`src/rtl/dm_port_arbiter_pkg.sv`:
```
// Shared encodings for the data-memory port arbiter: DM op codes and arbiter state codes.
package dm_port_arbiter_pkg;

    localparam logic [2:0] DM_w  = 3'd0;
    localparam logic [2:0] DM_h  = 3'd1;
    localparam logic [2:0] DM_hu = 3'd2;
    localparam logic [2:0] DM_b  = 3'd3;
    localparam logic [2:0] DM_bu = 3'd4;

    typedef enum logic [1:0] {
        ARB_IDLE = 2'd0,
        ARB_OWN0 = 2'd1,
        ARB_OWN1 = 2'd2
    } arb_state_e;

endpackage

```
`src/rtl/dm_port_arbiter_if.sv`:
```
// Bundle of both requester channels plus the data-memory side of the arbiter.
interface dm_port_arbiter_if #(
    parameter int ADDR_W = 32
);
    logic              r0_req, r0_we, r0_lock;
    logic [ADDR_W-1:0] r0_addr;
    logic [31:0]       r0_wdata;
    logic [2:0]        r0_op;
    logic              r1_req, r1_we, r1_lock;
    logic [ADDR_W-1:0] r1_addr;
    logic [31:0]       r1_wdata;
    logic [2:0]        r1_op;

    logic              r0_gnt, r1_gnt;
    logic              r0_rvalid, r1_rvalid;
    logic              r0_err, r1_err;
    logic [31:0]       rdata;

    logic [ADDR_W-1:0] dm_A;
    logic [31:0]       dm_WD;
    logic [2:0]        dm_op;
    logic              dm_WE;
    logic [31:0]       dm_DMout;

    modport slave (
        input  r0_req, r0_we, r0_lock, r0_addr, r0_wdata, r0_op,
        input  r1_req, r1_we, r1_lock, r1_addr, r1_wdata, r1_op,
        output r0_gnt, r1_gnt, r0_rvalid, r1_rvalid, r0_err, r1_err, rdata,
        output dm_A, dm_WD, dm_op, dm_WE,
        input  dm_DMout
    );

    modport master (
        output r0_req, r0_we, r0_lock, r0_addr, r0_wdata, r0_op,
        output r1_req, r1_we, r1_lock, r1_addr, r1_wdata, r1_op,
        input  r0_gnt, r1_gnt, r0_rvalid, r1_rvalid, r0_err, r1_err, rdata,
        input  dm_A, dm_WD, dm_op, dm_WE,
        output dm_DMout
    );

endinterface

```
`src/rtl/dm_align_check.sv`:
```
// Flags a DM access whose byte address is not aligned to the access size of its op.
module dm_align_check
    import dm_port_arbiter_pkg::*;
(
    input  logic [2:0] op,
    input  logic [1:0] addr_lo,
    output logic       misaligned
);

    // Unknown op codes are treated as word accesses.
    always_comb begin
        misaligned = 1'b0;
        unique case (op)
            DM_h, DM_hu: misaligned = addr_lo[0];
            DM_b, DM_bu: misaligned = 1'b0;
            default:     misaligned = (addr_lo != 2'b00);
        endcase
    end

endmodule

```
`src/rtl/dm_port_arbiter.sv`:
```
// Two-requester arbiter for the single data-memory port: round-robin/CPU-priority grant,
// bounded lock ownership, alignment check and a one-cycle registered response.
module dm_port_arbiter
    import dm_port_arbiter_pkg::*;
#(
    parameter int ADDR_W       = 32,
    parameter int CPU_PRIORITY = 1,
    parameter int MAX_LOCK     = 16
) (
    input  logic                 clk,
    input  logic                 reset,
    dm_port_arbiter_if.slave     bus
);

    localparam logic [7:0] MAX_LOCK_C = 8'(MAX_LOCK);

    arb_state_e        state, state_n;
    logic              last_gnt, last_gnt_n;
    logic [7:0]        lock_cnt, lock_cnt_n;
    logic              fav_vld, fav_vld_n, fav_id, fav_id_n;
    logic              pick0, pick1, gnt_any;
    logic              sel_we, sel_lock, sel_mis;
    logic [ADDR_W-1:0] sel_addr;
    logic [31:0]       sel_wdata;
    logic [2:0]        sel_op;
    logic              vld0_p1, vld1_p1, err_p1;
    logic [31:0]       rdata_p1;

    always_ff @(posedge clk or posedge reset) begin
        if (reset) begin
            state    <= ARB_IDLE;
            last_gnt <= 1'b1;
            lock_cnt <= '0;
            fav_vld  <= 1'b0;
            fav_id   <= 1'b0;
        end else begin
            state    <= state_n;
            last_gnt <= last_gnt_n;
            lock_cnt <= lock_cnt_n;
            fav_vld  <= fav_vld_n;
            fav_id   <= fav_id_n;
        end
    end

    // fav_* gives the non-owner the first contest after a lock hits MAX_LOCK.
    always_comb begin
        pick0      = 1'b0;
        pick1      = 1'b0;
        state_n    = state;
        last_gnt_n = last_gnt;
        lock_cnt_n = lock_cnt;
        fav_vld_n  = 1'b0;
        fav_id_n   = fav_id;
        unique case (state)
            ARB_IDLE: begin
                if (bus.r0_req && bus.r1_req) begin
                    if (fav_vld)                pick1 = fav_id;
                    else if (CPU_PRIORITY != 0) pick1 = 1'b0;
                    else                        pick1 = ~last_gnt;
                    pick0 = ~pick1;
                end else begin
                    pick0 = bus.r0_req;
                    pick1 = bus.r1_req;
                end
            end
            ARB_OWN0: pick0 = bus.r0_req;
            ARB_OWN1: pick1 = bus.r1_req;
            default:  ;
        endcase
        gnt_any  = pick0 | pick1;
        sel_lock = pick1 ? bus.r1_lock : bus.r0_lock;
        if (gnt_any) begin
            last_gnt_n = pick1;
            if (!sel_lock) begin
                state_n = ARB_IDLE;
            end else if (state == ARB_IDLE && MAX_LOCK > 1) begin
                state_n    = pick1 ? ARB_OWN1 : ARB_OWN0;
                lock_cnt_n = 8'd1;
            end else if (state != ARB_IDLE && (lock_cnt + 8'd1) < MAX_LOCK_C) begin
                lock_cnt_n = lock_cnt + 8'd1;
            end else begin
                state_n   = ARB_IDLE;
                fav_vld_n = 1'b1;
                fav_id_n  = ~pick1;
            end
        end else if (state != ARB_IDLE) begin
            state_n = ARB_IDLE;
        end
        if (state_n == ARB_IDLE) lock_cnt_n = '0;
    end

    assign sel_we    = pick1 ? bus.r1_we    : bus.r0_we;
    assign sel_addr  = pick1 ? bus.r1_addr  : bus.r0_addr;
    assign sel_wdata = pick1 ? bus.r1_wdata : bus.r0_wdata;
    assign sel_op    = pick1 ? bus.r1_op    : bus.r0_op;

    dm_align_check u_align (
        .op         (sel_op),
        .addr_lo    (sel_addr[1:0]),
        .misaligned (sel_mis)
    );

    assign bus.r0_gnt = pick0 & ~reset;
    assign bus.r1_gnt = pick1 & ~reset;
    assign bus.dm_A   = sel_addr;
    assign bus.dm_WD  = sel_wdata;
    assign bus.dm_op  = sel_op;
    assign bus.dm_WE  = gnt_any & sel_we & ~sel_mis & ~reset;

    // Stage p1: response registered at the grant edge
    always_ff @(posedge clk or posedge reset) begin
        if (reset) begin
            vld0_p1  <= 1'b0;
            vld1_p1  <= 1'b0;
            err_p1   <= 1'b0;
            rdata_p1 <= '0;
        end else begin
            vld0_p1 <= pick0;
            vld1_p1 <= pick1;
            if (gnt_any) begin
                err_p1 <= sel_mis;
                if (sel_mis)      rdata_p1 <= '0;
                else if (!sel_we) rdata_p1 <= bus.dm_DMout;
            end
        end
    end

    assign bus.r0_rvalid = vld0_p1;
    assign bus.r1_rvalid = vld1_p1;
    assign bus.r0_err    = vld0_p1 & err_p1;
    assign bus.r1_err    = vld1_p1 & err_p1;
    assign bus.rdata     = rdata_p1;

endmodule

```
`src/flat_wrapper.sv`:
```
// flat-port wrapper written by rule: the top's interface ports become plain ports
module dm_port_arbiter_flat import dm_port_arbiter_pkg::*;
#(
    parameter int ADDR_W       = 32,
    parameter int CPU_PRIORITY = 1,
    parameter int MAX_LOCK     = 16
)
  (clk, reset, bus_r0_req, bus_r0_we, bus_r0_lock, bus_r0_addr, bus_r0_wdata, bus_r0_op, bus_r1_req, bus_r1_we, bus_r1_lock, bus_r1_addr, bus_r1_wdata, bus_r1_op, bus_r0_gnt, bus_r1_gnt, bus_r0_rvalid, bus_r1_rvalid, bus_r0_err, bus_r1_err, bus_rdata, bus_dm_A, bus_dm_WD, bus_dm_op, bus_dm_WE, bus_dm_DMout);
  dm_port_arbiter_if #(.ADDR_W(ADDR_W)) bus_i ();
  input  logic clk;
  input  logic reset;
  input wire logic [$bits(bus_i.r0_req)-1:0] bus_r0_req;
  input wire logic [$bits(bus_i.r0_we)-1:0] bus_r0_we;
  input wire logic [$bits(bus_i.r0_lock)-1:0] bus_r0_lock;
  input wire logic [$bits(bus_i.r0_addr)-1:0] bus_r0_addr;
  input wire logic [$bits(bus_i.r0_wdata)-1:0] bus_r0_wdata;
  input wire logic [$bits(bus_i.r0_op)-1:0] bus_r0_op;
  input wire logic [$bits(bus_i.r1_req)-1:0] bus_r1_req;
  input wire logic [$bits(bus_i.r1_we)-1:0] bus_r1_we;
  input wire logic [$bits(bus_i.r1_lock)-1:0] bus_r1_lock;
  input wire logic [$bits(bus_i.r1_addr)-1:0] bus_r1_addr;
  input wire logic [$bits(bus_i.r1_wdata)-1:0] bus_r1_wdata;
  input wire logic [$bits(bus_i.r1_op)-1:0] bus_r1_op;
  output wire logic [$bits(bus_i.r0_gnt)-1:0] bus_r0_gnt;
  output wire logic [$bits(bus_i.r1_gnt)-1:0] bus_r1_gnt;
  output wire logic [$bits(bus_i.r0_rvalid)-1:0] bus_r0_rvalid;
  output wire logic [$bits(bus_i.r1_rvalid)-1:0] bus_r1_rvalid;
  output wire logic [$bits(bus_i.r0_err)-1:0] bus_r0_err;
  output wire logic [$bits(bus_i.r1_err)-1:0] bus_r1_err;
  output wire logic [$bits(bus_i.rdata)-1:0] bus_rdata;
  output wire logic [$bits(bus_i.dm_A)-1:0] bus_dm_A;
  output wire logic [$bits(bus_i.dm_WD)-1:0] bus_dm_WD;
  output wire logic [$bits(bus_i.dm_op)-1:0] bus_dm_op;
  output wire logic [$bits(bus_i.dm_WE)-1:0] bus_dm_WE;
  input wire logic [$bits(bus_i.dm_DMout)-1:0] bus_dm_DMout;
  assign bus_i.r0_req = bus_r0_req;
  assign bus_i.r0_we = bus_r0_we;
  assign bus_i.r0_lock = bus_r0_lock;
  assign bus_i.r0_addr = bus_r0_addr;
  assign bus_i.r0_wdata = bus_r0_wdata;
  assign bus_i.r0_op = bus_r0_op;
  assign bus_i.r1_req = bus_r1_req;
  assign bus_i.r1_we = bus_r1_we;
  assign bus_i.r1_lock = bus_r1_lock;
  assign bus_i.r1_addr = bus_r1_addr;
  assign bus_i.r1_wdata = bus_r1_wdata;
  assign bus_i.r1_op = bus_r1_op;
  assign bus_r0_gnt = bus_i.r0_gnt;
  assign bus_r1_gnt = bus_i.r1_gnt;
  assign bus_r0_rvalid = bus_i.r0_rvalid;
  assign bus_r1_rvalid = bus_i.r1_rvalid;
  assign bus_r0_err = bus_i.r0_err;
  assign bus_r1_err = bus_i.r1_err;
  assign bus_rdata = bus_i.rdata;
  assign bus_dm_A = bus_i.dm_A;
  assign bus_dm_WD = bus_i.dm_WD;
  assign bus_dm_op = bus_i.dm_op;
  assign bus_dm_WE = bus_i.dm_WE;
  assign bus_i.dm_DMout = bus_dm_DMout;
  dm_port_arbiter #(.ADDR_W(ADDR_W), .CPU_PRIORITY(CPU_PRIORITY), .MAX_LOCK(MAX_LOCK)) u_core (.clk(clk), .reset(reset), .bus(bus_i));
endmodule
```
`config.mk`:
```
export PLATFORM = sky130hd
export DESIGN_NAME = dm_port_arbiter_flat
export DESIGN_NICKNAME = d
export VERILOG_FILES = /design/src/rtl/dm_port_arbiter_pkg.sv /design/src/rtl/dm_port_arbiter_if.sv /design/src/rtl/dm_align_check.sv /design/src/rtl/dm_port_arbiter.sv /design/src/flat_wrapper.sv
export SDC_FILE = /design/constraint.sdc
export NUM_CORES = 1
export LEC_CHECK = 0
export CAP_MARGIN = 20
export CORE_AREA = 2 2 107 109
export DETAILED_ROUTE_END_ITERATION = 8
export DIE_AREA = 0 0 109 111
export HOLD_SLACK_MARGIN = 0.08
export PLACE_DENSITY = 0.76
export REMOVE_ABC_BUFFERS = 1
export SETUP_SLACK_MARGIN = 0.15
export SYNTH_ARGS = -nofsm -noshare
export SYNTH_HDL_FRONTEND = slang
export SYNTH_HIERARCHICAL = 1
export SYNTH_SLANG_ARGS = --single-unit
```
`constraint.sdc`:
```
create_clock -name clk -period 3.5 [get_ports clk]
set_input_delay 0.35 -clock clk [delete_from_list [all_inputs] [get_ports clk]]
set_output_delay 0.35 -clock clk [all_outputs]
set_load 0.01 [all_outputs]
```
==> out/qor.yml, run 1 <==
outcome: "completed"
register_area_mm2: 0.00118
dieArea_mm2: 0.0121
yosys.cell_types.count: 37
fin_crit_ns: 3.28
chipHeight_um: 111
netSwitchingFraction_pct: 27.9
synth_most_common_cell: "mux2_2"
rr_startpoint: "u_core/state[0]"
ios: 280
cts_made_buffers: 5
cp.required_ns: 3.15
cp_max_fo: 61
rsz0062_at_grt: "yes"
syn-cell-area_mm2: 0.00297
pre_cts_ws_ns: 0.185
grt_usage_pct: 21.0
cp_data_arrival_time_ns: 2.93
yosys_warnings: 6
crit_path_start_kind: "input port"
synth_cells: 251
crit_path_end: "bus_dm_WD[8]"
p_switching_mw: 0.655
post_synth.cell_area_avg_um2: 11.8
cellPowerDensity_mw_per_mm2: 383
clkLatencyLatePin_ns: 0.28
fin_cells: 682
synth.top_cell.area_share_pct: 39.6
reg2reg_to: "u_core/bus.rdata[29]"
dieWidth_um: 109
htree_levels: 2
place_congestion: 0.829
dp.cells: 668
synth_area_leaders: "dfrtp_1, mux2_2, mux2_1, nor2b_1, nand2_1"
clock_tree.buffer_depth: 2
syn_to_final_growth_pct: 106
end_kind: "output port"
worst_slack_ns: 0.222
synth_seq_cells: 47
drv_slew: 0
clock_skew_ns: 0.00428
grt_max_degree: 62
drive_gt1_share_pct: 17.4
p_comb_share_pct: 46.8
async_flop_share_pct: 100
cts_sinks: 47
setup-violations-final: 0
dp_hpwl_mm: 10.9
timing.fmax_mhz: 305
reg2reg_depth: 10
critPathLaunch: "bus_r1_req"
path_class: "in -> out"
intPower_mw: 1.69
portBuffers: 279
wl_per_cell_um: 19.0
cts_root_buf: "clkbuf_16"
fin_crit_sh_pct: 93.7
fill_cells: 984
yosys-top-cells-count: "mux2_2, dfrtp_1, nor2b_1"
grt_overflow: 0
first_global_vias: 3215
synth.yosys.seq_area_share_pct: 39.6
clockPowerShare_pct: 22.5
multi_input_area_mm2: 0.00172
start_util_pct: 26.8
drc: 0
firstDrtPassIters: 4
worst_slew_pin_slew_ns: 0.773
finalWirelength_mm: 13.0
synth_ff_type: "dfrtp_1"
r2r_slack_ns: 0.86
yosysTopAreaCell: "dfrtp_1"
pwr-share-seq_pct: 30.7
antenna_found_initial: 4
leakagePower_nw: 2.48
ir_drop_mv: 0.251
via_per_inst: 4.49
grt_pass1_wl_mm: 18.9
core_mm2: 0.0111
drt-initial-drc-count: 142
nets: 709
max_cap_violations: 0
clk_pin_slew_worst_paths_ns: 0.06
row_count: 39
report.final.hold_viol_count: 0
max_slew_margin_pct: 48.5
hold_path_class: "in -> async"
synth_edf_count: 0
vias: 3062
cts_tree: "done"
ant_nets: 0
-- routing by layer --
layer	up-vias	part of all wire (%)	track usage [%]
li1	1459	-	-
met1	1431	41	26.4
met2	163	49	34.5
met3	9	9.0	6.00
met4	0	1.0	6.15
met5	-	0	0
-- cell families after synthesis --
group,share of synthesized area (%)
xor+xnor,1.18
flops,39.6
simple gates,13.1
mux,38.4
other cells,0.126
buf+inv,2.91
compound gates,4.26
fa+ha+maj,0.421
-- critical path, stage by stage --
cell	delay (ns)
clkdlybuf4s50_1	0.56
nand2b_4	0.09
a21oi_4	0.20
buf_4	0.16
buf_4	0.57
mux2_2	0.43
clkdlybuf4s50_1	0.50
-- power groups by stage --
| stage | logic (mW) | clock network, mW | registers [mW] |
|---|---|---|---|
| finish | 1.10 | 0.528 | 0.720 |
| detailed placement | 1.10 | 0 | 0.731 |
| CTS | 1.10 | 0.550 | 0.720 |
| floorplan | 0.386 | 0 | 0.770 |
| global placement | 1.09 | 0 | 0.724 |
| global route | 1.17 | 0.573 | 0.734 |
-- flip-flops by register name (all words and copies together) (netlist names) --
register and cells:
u_core/bus.r1_rvalid 1, u_core/lock_cnt 8, u_core/fav_vld 1, u_core/bus.rdata 32, u_core/fav_id 1, u_core/state 2, u_core/bus.r0_rvalid 1, u_core/err_p1 1
-- metrics by stage --
step,cell area (um2),TNS (ns),hold slack [ns],total power [mW],util (%)
after detailed placement,5930,0,0.474,1.83,53.5
after CTS,6100,0,0.397,2.37,55.0
final,6120,0,0.396,2.34,55.3
after global routing,6120,0,0.442,2.48,55.2
after global placement,5930,0,0.469,1.81,53.5
after floorplan,2910,-34.46,0.455,1.16,-
-- timing repair --
item | in CTS | in global routing
gates resized for setup | 0 | 1
endpoints found under the hold margin | 0 | 0
hold buffers | 0 | 0
setup buffers | 0 | 2
setup endpoints to repair | 0 | 1
-- cell usage in the layout, fill, tap and decap left out, types with 2 or more instances in the layout --
cell / instances
mux2_2: 69
nor2b_1: 33
o31ai_1: 2
inv_1: 2
diode_2: 4
clkdlybuf4s50_1: 278
and2_1: 4
o21ai_0: 2
o21a_1: 2
dfrtp_1: 47
mux2_1: 30
and3_1: 2
nor3_1: 4
xor2_1: 2
buf_4: 6
nand3_1: 2
or2_2: 3
nor2_1: 3
a21oi_4: 2
xnor2_1: 2
clkbuf_16: 5
conb_1: 4
nand2_1: 9
a21oi_1: 2
-- cell type report --
class                   count  share of cell area, %
flip-flops and latches     47                   19.2
repair buffers            286                   46.7
well taps                 143                   2.92
clock buffers               5                   2.04
inverters                   3                  0.184
clock inverters             3                  0.715
multi-input cells         191                   28.1
diodes                      4                  0.163
-- worst min-delay path by stage --
stage | startpoint | end | slack [ns] | cells after the start
6_report | reset | u_core/bus.rdata[21] | 0.40 | 2
4_1_cts | reset | u_core/bus.rdata[21] | 0.40 | 2
3_5_place_dp | u_core/bus.rdata[3] | u_core/bus.rdata[3] | 0.47 | 1
5_1_grt | reset | u_core/bus.rdata[21] | 0.44 | 2
3_3_place_gp | u_core/bus.rdata[3] | u_core/bus.rdata[3] | 0.47 | 1
2_1_floorplan | u_core/err_p1 | u_core/err_p1 | 0.46 | 2
(Power assumes the default switching activity.)
==> inputs of run 2 (changes only) <==
--- a/config.mk
+++ b/config.mk
@@ -5,12 +5,11 @@
 export SDC_FILE = /design/constraint.sdc
 export NUM_CORES = 1
 export LEC_CHECK = 0
-export CAP_MARGIN = 20
 export CORE_AREA = 2 2 107 109
 export DETAILED_ROUTE_END_ITERATION = 8
 export DIE_AREA = 0 0 109 111
 export HOLD_SLACK_MARGIN = 0.08
-export PLACE_DENSITY = 0.76
+export PLACE_DENSITY = 0.74
 export REMOVE_ABC_BUFFERS = 1
 export SETUP_SLACK_MARGIN = 0.15
 export SYNTH_ARGS = -nofsm -noshare
==> run 2 against run 1 <==
Compared with the run above: sequential share of layout area rose by 0.10 points; die area did not move; sequential power barely moved; highest routed layer unchanged; total power fell by 3.2%; fmax rose by 11%; critical endpoint is now bus_dm_A[11]; final cell count fell by 0.29%; largest cell class unchanged; critical path depth fell by 1; routed wire length fell by 5.1%; critical path type unchanged; largest power group unchanged; global-route usage fell by 1.7 points; first-iteration DRC count fell by 16%; register-to-register slack barely moved.
==> out/qor.yml, run 2 (synthesis gave the netlist of run 1 again) <==
grt_max_degree: 62  # unchanged
antenna_found_initial: 4  # unchanged
rsz0062_at_grt: "no"  # was yes
chipHeight_um: 111  # unchanged
cts_sinks: 47  # unchanged
final_common_cell: "clkdlybuf4s50_1"  # unchanged
max_slew_margin_pct: 61.3  # was 48.5%
dieArea_mm2: 0.0121  # unchanged
core_mm2: 0.0111  # unchanged
grt_overflow: 0  # unchanged
report.final.hold_viol_count: 0  # unchanged
drt-initial-drc-count: 119  # was 142
outcome: "completed"  # unchanged
dp_hpwl_mm: 10.4  # was 10.9 mm
via_per_inst: 4.54  # was 4.49
crit_path_start_kind: "input port"  # unchanged
ios: 280  # unchanged
dieWidth_um: 109  # unchanged
clockPowerShare_pct: 20.1  # was 22.5%
register_area_mm2: 0.00118  # unchanged
clock_tree.buffer_depth: 2  # unchanged
cellPowerDensity_mw_per_mm2: 372  # was 383 mW/mm2
cp.required_ns: 3.15  # about the same
leakagePower_nw: 2.46  # was 2.48 nW
p_comb_share_pct: 48.3  # was 46.8%
layout_common_cells: "clkdlybuf4s50_1, mux2_2, dfrtp_1"  # unchanged
ant_nets: 0  # unchanged
max_cap_violations: 0  # unchanged
cp_max_fo: 61  # unchanged
netSwitchingFraction_pct: 28.8  # was 27.9%
path_class: "in -> out"  # unchanged
portBuffers: 279  # unchanged
largest_reg_flops: 32  # unchanged
multi_input_area_mm2: 0.00172  # unchanged
nets: 707  # was 709
cts_tree: "done"  # unchanged
p_switching_mw: 0.653  # was 0.655 mW
fin_crit_ns: 2.96  # was 3.28 ns
postCtsSetupBuffers: 0  # unchanged
cts_made_buffers: 5  # unchanged
place_congestion: 0.845  # was 0.829
finalWirelength_mm: 12.3  # was 13.0 mm
fin_util_pct: 55.0  # was 55.3%
place_area_mm2: 0.00593  # unchanged
wl_per_cell_um: 18.1  # was 19.0 um
first_global_vias: 3119  # was 3215
firstDrtPassIters: 4  # unchanged
ctsHoldBuffers: 0  # unchanged
cts_resized: 0  # unchanged
drv_slew: 0  # unchanged
drive_gt1_share_pct: 17.1  # was 17.4%
start_util_pct: 26.8  # unchanged
hold_path_class: "reg -> reg"  # was in -> async
pwr-share-seq_pct: 31.6  # was 30.7%
setup-violations-final: 0  # unchanged
intPower_mw: 1.61  # was 1.69 mW
cp_data_arrival_time_ns: 2.61  # was 2.93 ns
vias: 3085  # was 3062
grt_usage_pct: 19.3  # was 21.0%
report.power.total_mw: 2.27  # was 2.34 mW
cts_root_buf: "clkbuf_16"  # unchanged
pre_cts_ws_ns: 0.187  # was 0.185 ns
drc: 0  # unchanged
final.setup.tns_ns: 0  # unchanged
grt_pass1_wl_mm: 17.2  # was 18.9 mm
final_area_mm2: 0.00609  # was 0.00612 mm2
htree_levels: 2  # unchanged
worst_slew_pin_slew_ns: 0.580  # was 0.773 ns
row_count: 39  # unchanged
syn_to_final_growth_pct: 105  # was 106%
end_kind: "output port"  # unchanged
timing.fmax_mhz: 338  # was 305 MHz
fill_cells: 975  # was 984
ir_drop_mv: 0.196  # was 0.251 mV
worst_slack_ns: 0.537  # was 0.222 ns
clk_pin_slew_worst_paths_ns: 0.06  # about the same
clock_skew_ns: 0.00295  # was 0.00428 ns
fin_crit_sh_pct: 84.6  # was 93.7%
clkLatencyLatePin_ns: 0.28  # about the same
## run 2: changes by cell type in the layout (fill, tap and decap cells not counted), sizes merged
cell    delta
bufinv     -1
inv        +1
buf        -2
## run 2: stage by stage
stage / instances / hold slack (ns)
CTS: 676 / 0.489
floorplan: 241 / 0.455
detailed placement: 668 / 0.476
global placement: 668 / 0.468
finish: 680 / 0.484
global route: 678 / 0.498
## run 2: power groups by stage
| stage | Combinational, mW | Sequential (mW) | Clock [mW] |
|---|---|---|---|
| floorplan | 0.386 | 0.770 | 0 |
| global placement | 1.09 | 0.722 | 0 |
| global route | 1.17 | 0.731 | 0.501 |
| detailed placement | 1.10 | 0.729 | 0 |
| CTS | 1.11 | 0.719 | 0.471 |
| finish | 1.10 | 0.717 | 0.455 |
## run 2: critical path, stage by stage
cell and delay (ns):
clkdlybuf4s50_1 0.56, nand2b_4 0.08, a21oi_4 0.20, buf_6 0.45, mux2_2 0.40, clkdlybuf4s50_1 0.50
## run 2: final timing paths
path | depth (start not counted) | slack (ns) | endpoint | start
min in group asynchronous | 3 | 0.68 | u_core/lock_cnt[3] | reset
setup / recovery | 6 | 0.54 | bus_dm_A[11] | bus_r1_req
setup reg to reg | 10 | 0.87 | u_core/bus.rdata[29] | u_core/state[0]
hold / removal | 1 | 0.48 | u_core/bus.rdata[20] | u_core/bus.rdata[20]
hold reg to reg | 1 | 0.48 | u_core/bus.rdata[20] | u_core/bus.rdata[20]
max in group asynchronous | 3 | 2.43 | u_core/lock_cnt[4] | reset
## run 2: layer usage
layer / up-vias / global-route usage (%) / share of wire [%]
li1: 1452 / - / -
met1: 1420 / 23.0 / 41
met2: 192 / 32.6 / 48
met3: 21 / 6.76 / 9.5
met4: 0 / 4.79 / 1.9
met5: - / 0 / 0
## run 2: layout make-up
cell class / count / area share (%)
antenna: 4 / 0.164
clock buffer: 5 / 2.05
clock inverter: 3 / 0.308
inverter: 3 / 0.185
multi-input combinational: 191 / 28.2
sequential: 47 / 19.3
tap: 143 / 2.94
timing repair buffer: 284 / 46.8
